### config.mk
export PLATFORM = sky130hd
export DESIGN_NAME = alu_input_sequencer_flat
export DESIGN_NICKNAME = d
export VERILOG_FILES = /design/src/rtl/alu_input_sequencer_if.sv /design/src/rtl/alu_input_sequencer.sv /design/src/flat_wrapper.sv
export SDC_FILE = /design/constraint.sdc
export NUM_CORES = 1
export LEC_CHECK = 0
export CAP_MARGIN = 25
export CORE_MARGIN = 5
export CORE_UTILIZATION = 55
export CTS_CLUSTER_DIAMETER = 50
export DETAILED_ROUTE_END_ITERATION = 16
export MAX_ROUTING_LAYER = met4
export PLACE_DENSITY = 0.7
export SETUP_SLACK_MARGIN = 0.05
export SLEW_MARGIN = 20
export SYNTH_ARGS = -nofsm -noshare
export SYNTH_HDL_FRONTEND = slang
export SYNTH_SLANG_ARGS = --single-unit
### constraint.sdc
create_clock -name clk -period 2.16 [get_ports clk]
set_input_delay 0.324 -clock clk [delete_from_list [all_inputs] [get_ports clk]]
set_output_delay 0.324 -clock clk [all_outputs]
set_load 0.05 [all_outputs]
### src/rtl/alu_input_sequencer_if.sv
// Button inputs and load-strobe/LED outputs of the ALU input sequencer.
// The master drives the buttons; the slave (the sequencer) drives the strobes.
interface alu_input_sequencer_if;
   logic       btn_enter;
   logic       btn_undo;
   logic       load_A;
   logic       load_B;
   logic       load_Op;
   logic       updateRes;
   logic [3:0] state_leds;

   modport master (
      output btn_enter, btn_undo,
      input  load_A, load_B, load_Op, updateRes, state_leds
   );

   modport slave (
      input  btn_enter, btn_undo,
      output load_A, load_B, load_Op, updateRes, state_leds
   );
endinterface

### src/rtl/alu_input_sequencer.sv
// ENTER/UNDO button sequencer emitting one-cycle ALU load strobes A -> B -> Op -> result.
// Latency press->strobe: 2 sync + DB_CYCLES debounce + 1 edge + 1 register; no backpressure.
module alu_input_sequencer #(
   parameter int DB_CYCLES = 500000
) (
   input  logic                 clk,
   input  logic                 reset,
   alu_input_sequencer_if.slave ui
);
   localparam int              CW       = $clog2(DB_CYCLES) + 1;
   localparam logic [CW-1:0]   CNT_LAST = CW'(DB_CYCLES - 1);

   localparam logic [2:0] WAIT_A  = 3'd0;
   localparam logic [2:0] WAIT_B  = 3'd1;
   localparam logic [2:0] WAIT_OP = 3'd2;
   localparam logic [2:0] CALC    = 3'd3;
   localparam logic [2:0] SHOW    = 3'd4;

   // Bit 0 = ENTER, bit 1 = UNDO throughout the conditioning path.
   logic [1:0]    btn_raw;
   logic [1:0]    sync1;
   logic [1:0]    sync2;
   logic [1:0]    db;
   logic [1:0]    db_d;
   logic [1:0]    settle;
   logic [1:0]    armed;
   logic [1:0]    evt;
   logic [CW-1:0] cnt [2];

   logic       enter_evt;
   logic       undo_evt;
   logic [2:0] state;
   logic       load_a_q;
   logic       load_b_q;
   logic       load_op_q;
   logic       update_res_q;
   logic [3:0] leds;

   assign btn_raw = {ui.btn_undo, ui.btn_enter};

   // A button only becomes armed once it is seen released after the synchroniser has
   // refilled, so a button held through reset cannot produce a rising-edge event.
   always_ff @(posedge clk or negedge reset) begin
      if (!reset) begin
         sync1  <= '0;
         sync2  <= '0;
         db     <= '0;
         db_d   <= '0;
         settle <= '0;
         armed  <= '0;
         evt    <= '0;
         for (int i = 0; i < 2; i++) cnt[i] <= '0;
      end else begin
         sync1  <= btn_raw;
         sync2  <= sync1;
         settle <= {settle[0], 1'b1};
         db_d   <= db;
         for (int i = 0; i < 2; i++) begin
            armed[i] <= armed[i] | (settle[1] & ~sync2[i]);
            evt[i]   <= db[i] & ~db_d[i] & armed[i];
            if (sync2[i] == db[i]) begin
               cnt[i] <= '0;
            end else if (cnt[i] == CNT_LAST) begin
               db[i]  <= sync2[i];
               cnt[i] <= '0;
            end else begin
               cnt[i] <= cnt[i] + 1'b1;
            end
         end
      end
   end

   assign enter_evt = evt[0];
   assign undo_evt  = evt[1];

   // ENTER is tested first everywhere, so a coincident UNDO is dropped.
   always_ff @(posedge clk or negedge reset) begin
      if (!reset) begin
         state        <= WAIT_A;
         load_a_q     <= 1'b0;
         load_b_q     <= 1'b0;
         load_op_q    <= 1'b0;
         update_res_q <= 1'b0;
      end else begin
         load_a_q     <= 1'b0;
         load_b_q     <= 1'b0;
         load_op_q    <= 1'b0;
         update_res_q <= 1'b0;
         case (state)
            WAIT_A: begin
               if (enter_evt) begin
                  state    <= WAIT_B;
                  load_a_q <= 1'b1;
               end
            end
            WAIT_B: begin
               if (enter_evt) begin
                  state    <= WAIT_OP;
                  load_b_q <= 1'b1;
               end else if (undo_evt) begin
                  state <= WAIT_A;
               end
            end
            WAIT_OP: begin
               if (enter_evt) begin
                  state     <= CALC;
                  load_op_q <= 1'b1;
               end else if (undo_evt) begin
                  state <= WAIT_B;
               end
            end
            CALC: begin
               state        <= SHOW;
               update_res_q <= 1'b1;
            end
            SHOW: begin
               if (enter_evt) begin
                  state <= WAIT_A;
               end else if (undo_evt) begin
                  state <= WAIT_OP;
               end
            end
            default: state <= WAIT_A;
         endcase
      end
   end

   always_comb begin
      leds = 4'b1000;
      case (state)
         WAIT_A:  leds = 4'b0001;
         WAIT_B:  leds = 4'b0010;
         WAIT_OP: leds = 4'b0100;
         default: leds = 4'b1000;
      endcase
   end

   assign ui.load_A     = load_a_q;
   assign ui.load_B     = load_b_q;
   assign ui.load_Op    = load_op_q;
   assign ui.updateRes  = update_res_q;
   assign ui.state_leds = leds;
endmodule
### src/flat_wrapper.sv
// flat-port wrapper written by rule: the top's interface ports become plain ports
module alu_input_sequencer_flat 
#(
   parameter int DB_CYCLES = 500000
)
  (clk, reset, ui_btn_enter, ui_btn_undo, ui_load_A, ui_load_B, ui_load_Op, ui_updateRes, ui_state_leds);
  alu_input_sequencer_if ui_i ();
  input  logic clk;
  input  logic reset;
  input wire logic [$bits(ui_i.btn_enter)-1:0] ui_btn_enter;
  input wire logic [$bits(ui_i.btn_undo)-1:0] ui_btn_undo;
  output wire logic [$bits(ui_i.load_A)-1:0] ui_load_A;
  output wire logic [$bits(ui_i.load_B)-1:0] ui_load_B;
  output wire logic [$bits(ui_i.load_Op)-1:0] ui_load_Op;
  output wire logic [$bits(ui_i.updateRes)-1:0] ui_updateRes;
  output wire logic [$bits(ui_i.state_leds)-1:0] ui_state_leds;
  assign ui_i.btn_enter = ui_btn_enter;
  assign ui_i.btn_undo = ui_btn_undo;
  assign ui_load_A = ui_i.load_A;
  assign ui_load_B = ui_i.load_B;
  assign ui_load_Op = ui_i.load_Op;
  assign ui_updateRes = ui_i.updateRes;
  assign ui_state_leds = ui_i.state_leds;
  alu_input_sequencer #(.DB_CYCLES(DB_CYCLES)) u_core (.clk(clk), .reset(reset), .ui(ui_i));
endmodule
Word-level counts from Yosys, hierarchy flattened
Index checks and enable logic that the tools add are counted.
- add/subtract/negate cells: 2
- multipliers: 0
- divide/modulo/power cells: 0
- magnitude comparators: 0
- equality and inequality tests: 12
- shift operators: 0
- multiplexer cells: 18
- bitwise gates (word level): 14
- reduce and logical (&&, ||, !) cells: 4
- operators with widths (kind ; count):
    $mux 20 ; 4
    $add 20x1->20 const B ; 2
    $eq 20x19->1 const B ; 2
    $mux 3 ; 7
    $pmux 3 s5 ; 1
    $pmux 4 s3 ; 1
    $ne 3x1->1 const B ; 3
    $and 1x1->1 ; 6
    $eq 3x2->1 const B ; 2
    $not 1->1 ; 6
    $mux 1 ; 5
    $reduce_and 2->1 ; 2
    $reduce_and 4->1 ; 1
    $eq 3x1->1 const B ; 1
    $eq 3x3->1 const B ; 1
    $logic_not 3->1 ; 1
    $eq 1x1->1 ; 2
    $ne 2x1->1 const B ; 1
    $or 1x1->1 ; 2
- bits in registers: 61
- bits in latches: 0
- RAM bits: 0
- bits in read-only memories: 0
- input port bits: 4
- output and inout port bits: 8
- logic and storage cells: 65
- memories kept: 0

Logic depth before layout (Yosys ltp)
Gate-level depths: netlist of the first run.
- word-level depth: 3
- depth in mapped cells: 6
- mapped depth without buffers: 5

Worst setup path after synthesis of the first run
Ideal clock, no wire load.
- kind: flip-flop to output port
- from: register u_core.state[0]
- to: output port ui_state_leds[1]
- data arrival time: 1.749 ns
- data required time: 1.836 ns
- setup slack: 0.087 ns
- cell stages (with the launch flop): 3
- path buffers: 1
- cell sequence: dfrtp_1 -> clkbuf_1 -> nor3b_1
- word-level cells in the longest chain between the ends: 2
- elaborated cells between the ends (all ways): 4
- classes of those cells: eq/ne (2); mux (1); reduce/logical (1)
- ends and longest elaborated chain (item ; RTL line ; RTL):
    start, declared ; alu_input_sequencer.sv:32 ; logic [2:0] state;
    start signal, assigned ; alu_input_sequencer.sv:79 ; state <= WAIT_A;
    start signal, assigned ; alu_input_sequencer.sv:92 ; state <= WAIT_B;
    start signal, assigned ; alu_input_sequencer.sv:98 ; state <= WAIT_OP;
    $eq 3x2->1 (tied with other cells) ; alu_input_sequencer.sv:130 ; case (state)
    $pmux 4 s3 (*) ; alu_input_sequencer.sv:130 ;
    end, declared ; flat_wrapper.sv:16 ; output wire logic [$bits(ui_i.state_leds)-1:0] ui_state_leds;
Every way passes the cells marked *; elsewhere a longest branch is shown, timed or not.

Worst setup path after layout of the first run
- from: register u_core.cnt[20] in the netlist's numbering
- to: register u_core.db[0]
- word-level cells in the longest chain between the ends: 2
- ends and longest elaborated chain (item ; RTL line ; RTL):
    start, declared ; alu_input_sequencer.sv:28 ; logic [CW-1:0] cnt [2];
    start signal, assigned by index ; alu_input_sequencer.sv:67 ; cnt[i] <= cnt[i] + 1'b1;
    $eq 20x19->1 ; alu_input_sequencer.sv:63 ; end else if (cnt[i] == CNT_LAST) begin
    $reduce_and 2->1 (no source line) ; -- ;
    end signal, assigned by index ; alu_input_sequencer.sv:64 ; db[i] <= sync2[i];
    end, declared ; alu_input_sequencer.sv:23 ; logic [1:0] db;
Every way passes these cells.
A chain may end at the register's enable or synchronous reset.

==> results of run 1 <==
## logic make-up after synthesis
group / after synthesis / share of synthesized area
buffers and inverters: 13 / 0.0213
AOI/OAI and AO/OA: 18 / 0.0430
xor gates and xnor gates: 33 / 0.105
adders and majority gates: 2 / 0.00905
and+or+nand+nor: 135 / 0.250
other: 1 / 0.00136
muxes: 5 / 0.0190
DFF: 61 / 0.552
## power by group
group          switching (uW)  internal, uW  total [uW]
Sequential               14.1          1160        1170
Combinational            44.3          24.9        69.2
Clock                     432           626        1060
Total                     490          1810        2300
## what timing repair did
item,in CTS,in global routing
setup endpoints to repair,1,0
hold buffers,1,0
endpoints found under the hold margin,54,0
resized for setup,1,0
## metrics by stage
step,power [uW],cell area [um2],std cells,hold slack [ps]
2_1_floorplan,1220,2770,268,28.4
3_3_place_gp,1260,3000,350,333
3_5_place_dp,1260,3000,350,340
4_1_cts,2340,3220,367,358
5_1_grt,2400,3220,367,367
6_report,2300,3220,367,354
## layer usage
| layer | share of wire | up-vias |
|---|---|---|
| li1 | - | 978 |
| met1 | 0.50 | 950 |
| met2 | 0.45 | 30 |
| met3 | 0.039 | 10 |
| met4 | 0.018 | 0 |
| met5 | 0 | - |
## layout make-up
type	instances	area share
Timing Repair Buffer	21	0.0579
Sequential cell	61	0.474
Clock inverter	3	0.0132
Inverter	8	0.00933
Clock buffer	13	0.0525
Tap cell	67	0.0260
Multi-Input combinational cell	194	0.367
## flip-flops by register name (all words and copies together), names as in the netlist
register             count
u_core.armed             2
u_core.sync1             2
u_core.ui.load_B         1
u_core.db                2
u_core.state             3
u_core.settle            2
u_core.ui.load_Op        1
u_core.ui.load_A         1
u_core.evt               2
u_core.ui.updateRes      1
u_core.sync2             2
u_core.db_d              2
u_core.cnt              40
## placed cells by master, fill, tap and decap left out, types with 8 or more instances in the layout
cell type	netlist	final
buf_4	0	11
clkbuf_8	0	12
dfrtp_1	61	61
inv_1	8	8
nand2_1	19	19
nand3_1	15	15
nand4_1	8	8
nor2_1	46	46
nor3_1	14	14
nor4_1	11	11
xnor2_1	23	23
xor2_1	10	10
## worst min-delay path by stage
| stage | endpoint | slack, ps | cells past startpoint | from |
|---|---|---|---|---|
| after global placement | u_core.settle[1] | 330 | 0 | u_core.settle[0] |
| final | u_core.settle[1] | 350 | 0 | u_core.settle[0] |
| after global routing | u_core.settle[1] | 370 | 0 | u_core.settle[0] |
| after CTS | u_core.settle[1] | 360 | 0 | u_core.settle[0] |
| after floorplan | u_core.armed[0] | 30 | 0 | reset |
| after detailed placement | u_core.sync2[1] | 340 | 0 | u_core.sync1[1] |
==> flow_summary.json, run 1 <==
{
  "die_x_um": 80.9,
  "vias": 1968,
  "cts.sinks": 61,
  "synthToLayoutAreaGrowth_pct": 16.4,
  "met3_usage": 0.0565,
  "reg2reg_depth": 6,
  "synth_edf_count": 0,
  "critPathMaxStageDelay_ps": 400,
  "drtPass1Iterations": 4,
  "met1_usage": 0.225,
  "ant_nets": 0,
  "path_delay_family": "simple AND/OR/NAND/NOR gates",
  "slew_headroom": 0.638,
  "register_area_um2": 1530,
  "diodes": 0,
  "portBuffers": 11,
  "grt_max_degree": 62,
  "status": "finished clean",
  "antenna_found_initial": 0,
  "die_area_um2": 6550,
  "gr-usage-all-layers": 0.180,
  "critPathLaunch": "u_core.cnt[20]",
  "grt_first_pass_wirelength_um": 8760,
  "wire_per_inst_um": 13.5,
  "peakVddDrop_v": 0.000495,
  "yosysTopAreaCell": "dfrtp_1",
  "worstPathArrival_ps": 2110,
  "met2_usage": 0.271,
  "synth_common_cells": "dfrtp_1, nor2_1, xnor2_1, nand2_1, nand3_1",
  "drv_slew": 0,
  "overflow": 0,
  "cp.depth": 6,
  "post-place-ws_ps": 262,
  "multi_input_area_um2": 1180,
  "worstSetupStartpointType": "flop",
  "fin_crit_ps": 1890,
  "endpoint": "u_core.db[0]",
  "synthFlopType": "dfrtp_1",
  "cts_max_level": 3,
  "cts_buffers": 9,
  "r2r_setup_slack_ps": 270,
  "clockBufferDepth": 2,
  "crit_buf_inv": 1,
  "initial_utilization": 0.574,
  "worstPathMaxFanout": 5,
  "fin_nets": 301,
  "insertion_delay_ps": 340,
  "routed_wl_um": 4970,
  "fin_worst_skew_ps": 5.54,
  "maxCapViolCount": 0,
  "yosysWarnings": 0,
  "drive_above_1_share": 0.120,
  "tns_ps": 0,
  "ys_seq_elements": 61,
  "critPathCaptureType": "flop",
  "synthesis.nets": 274,
  "drt-initial-drc-count": 104,
  "top_usage_layer": "met2",
  "r2r-start": "u_core.cnt[20]",
  "fp.dieH_um": 80.9,
  "ios": 12,
  "hold_class": "reg2reg",
  "ys_top_cells_by_area": "dfrtp_1, xnor2_1, nor2_1",
  "vias_per_cell": 5.36,
  "power.leakage_uw": 0.00137,
  "worstSetupPathType": "reg2reg",
  "yosysMostFrequentCell": "dfrtp_1",
  "fin_ws_ps": 270,
  "async_flop_share": 1.00,
  "synth_top_area_share": 0.552,
  "cts_tree": "yes",
  "rsz0062_at_grt": "no",
  "crit_chain": "ha_1 -> and4_1 -> nand2_1 -> nor4_1 -> buf_4 -> mux2_2",
  "post_cts_buffers": 0,
  "fillCellCount": 422,
  "fin_crit_sh": 0.875,
  "root_buffer": "clkbuf_8",
  "fp-row-count": 25,
  "cp_slowest_cell": "dfrtp_1",
  "finalHoldViolations": 0,
  "drc_errors": 0,
  "required_ps": 2380,
  "netlist-cell-type-count": 35,
  "power_density_nw_per_um2": 714,
  "timing.rr.end": "u_core.db[0]",
  "netlist_instances": 268,
  "ys_seq_area_frac": 0.552,
  "tightest_slew_ps": 539,
  "dp_hpwl_um": 3340,
  "syn_area_um2": 2770,
  "core_area_um2": 4820,
  "setup_viol": 0,
  "avgSynthCellArea_um2": 10.3,
  "utilization": 0.668,
  "grt_pass1_vias": 1941,
  "path_clk_slew_ps": 60,
  "place.gp.congestion": 0.825,
  "maxClockFrequency_mhz": 529
}
Note: power is estimated with default switching activity, not from simulation.
==> run 2: changes to the inputs <==
--- a/config.mk
+++ b/config.mk
@@ -5,7 +5,7 @@
 export SDC_FILE = /design/constraint.sdc
 export NUM_CORES = 1
 export LEC_CHECK = 0
-export CAP_MARGIN = 25
+export CAP_MARGIN = 20
 export CORE_MARGIN = 5
 export CORE_UTILIZATION = 55
 export CTS_CLUSTER_DIAMETER = 50
==> results of run 2 <==
The final DEF is identical to that of run 1; final timing and power are the same.
==> run 3: changes to the inputs <==
--- a/config.mk
+++ b/config.mk
@@ -10,6 +10,7 @@
 export CORE_UTILIZATION = 55
 export CTS_CLUSTER_DIAMETER = 50
 export DETAILED_ROUTE_END_ITERATION = 16
+export GPL_TIMING_DRIVEN = 0
 export MAX_ROUTING_LAYER = met4
 export PLACE_DENSITY = 0.7
 export SETUP_SLACK_MARGIN = 0.05
==> run 3 against run 2 <==
Against the previous run:
- first-iteration DRC count increased by 38%
- sequential share of layout area increased by 0.28 points
- fmax is 6.6% lower
- sequential cell count is the same
- final cell count up 0.54%
- setup slack worse by 130 ps
- critical endpoint is now u_core.cnt[29]
- largest cell class unchanged
- largest power group unchanged
==> flow_summary.json, run 3 (same netlist as run 1, synthesis figures left out) <==
{
  "place.gp.congestion": 0.809,
  "final_cell_mix": "dfrtp_1, nor2_1, xnor2_1",
  "wire_per_inst_um": 13.0,
  "regMostFlops": "u_core.cnt",
  "place_area_um2": 2980,
  "fin_worst_skew_ps": 8.11,
  "fp.dieH_um": 80.9,
  "dp_hpwl_um": 3180,
  "finalHoldViolations": 0,
  "grt_max_degree": 32,
  "die_x_um": 80.9,
  "tns_ps": 0,
  "reg_top3": "u_core.cnt: 40 flops, u_core.state: 3 flops",
  "p_total_uw": 2090,
  "power_density_nw_per_um2": 652,
  "diodes": 0,
  "cts_tree": "yes",
  "slew_headroom": 0.646,
  "final_cell_count_no_fill": 369,
  "status": "finished clean",
  "layout_commonest_cell": "dfrtp_1",
  "worstSetupStartpointType": "flop",
  "antenna_found_initial": 0,
  "fin_crit_sh": 0.937,
  "rsz0062_at_grt": "no",
  "required_ps": 2380,
  "gr-usage-all-layers": 0.179,
  "hold_class": "reg2reg",
  "portBuffers": 11,
  "worstPathArrival_ps": 2240,
  "cts_max_level": 3,
  "maxCapViolCount": 0,
  "largest_reg_flops": 40,
  "cts_buffers": 9,
  "drv_slew": 0,
  "drtPass1Iterations": 4,
  "power.leakage_uw": 0.00134,
  "overflow": 0,
  "tightest_slew_ps": 527,
  "fin_nets": 304,
  "root_buffer": "clkbuf_8",
  "path_clk_slew_ps": 70,
  "worstSetupPathType": "reg2reg",
  "peakVddDrop_v": 0.000404,
  "routed_wl_um": 4780,
  "drt-initial-drc-count": 144,
  "ios": 12,
  "setup_viol": 0,
  "maxClockFrequency_mhz": 494,
  "ant_nets": 0,
  "critPathCaptureType": "flop",
  "place_inst": 347,
  "hold_ws_ps": 351,
  "grt_pass1_vias": 1925,
  "fp-row-count": 25,
  "fin_area_um2": 3200,
  "drc_errors": 0,
  "initial_utilization": 0.574,
  "synthToLayoutAreaGrowth_pct": 15.7,
  "fin_crit_ps": 2020,
  "cts.sinks": 61,
  "drive_above_1_share": 0.123,
  "vias": 1975,
  "grt_first_pass_wirelength_um": 8560,
  "die_area_um2": 6550,
  "worstPathMaxFanout": 10,
  "vias_per_cell": 5.35,
  "core_area_um2": 4820,
  "clockBufferDepth": 2,
  "insertion_delay_ps": 330
}
-- run 3: changes by cell type in the layout (fill, tap and decap cells not counted), sizes merged --
cell | before | now
clkdlybuf4s15 | 0 | 1
buf | 13 | 10
dlygate4sd2 | 1 | 0
bufinv | 1 | 0
clkbuf | 13 | 19
clkinvlp | 1 | 0
clkinv | 1 | 2
-- run 3: layer usage --
| layer | vias to the layer above | wire [um] | global-route usage |
|---|---|---|---|
| met5 | - | 0 | - |
| met4 | 0 | 21 | 0.0625 |
| met3 | 2 | 213 | 0.0732 |
| met2 | 32 | 2230 | 0.273 |
| met1 | 946 | 2320 | 0.216 |
| li1 | 995 | - | - |
-- run 3: layout make-up --
cell class	instances	area, um2
buffer	5	28.8
fill	404	1620
tap	67	83.8
clock inverter	2	10.0
clock buffer	13	149
inverter	8	30.0
multi-input combinational	194	1200
sequential	61	1530
timing repair buffer	19	168
-- run 3: critical path, stage by stage (launching register included) --
cell and delay [ps]:
dfrtp_1 420, or4b_1 590, or3_4 400, o21ai_4 250
buf_6 180, nor2_1 50
-- run 3: path summary, 6_finish.rpt --
kind,from,to,slack (ps),cells after the start
max,u_core.cnt[31],u_core.cnt[29],140,5
min,u_core.sync1[0],u_core.sync2[0],350,0
max reg2reg,u_core.cnt[31],u_core.cnt[29],140,5
min reg2reg,u_core.sync1[0],u_core.sync2[0],350,0
max in group asynchronous,reset,u_core.sync1[0],1220,3
min in group asynchronous,reset,u_core.cnt[6],460,2
-- run 3: metrics by stage --
step | utilization | worst slack, ps
global route | 0.664 | 34.6
finish | 0.664 | 137
floorplan | - | 87.4
global placement | 0.614 | -1160
CTS | 0.654 | 32.3
detailed placement | 0.618 | -50.8
-- run 3: report_power, final --
group	switching (uW)	internal, uW
clock	401	438
combinational	48.5	30.1
sequential	11.8	1160
total	462	1630
-- run 3: repair_timing --
action / 4_1_cts / 5_1_grt
hold buffers: 1 / 0
setup buffers: 0 / 6
pin swaps: 0 / 3
gates resized for setup: 5 / 12
endpoints found under the setup margin: 14 / 22
endpoints found under the hold margin: 30 / 0
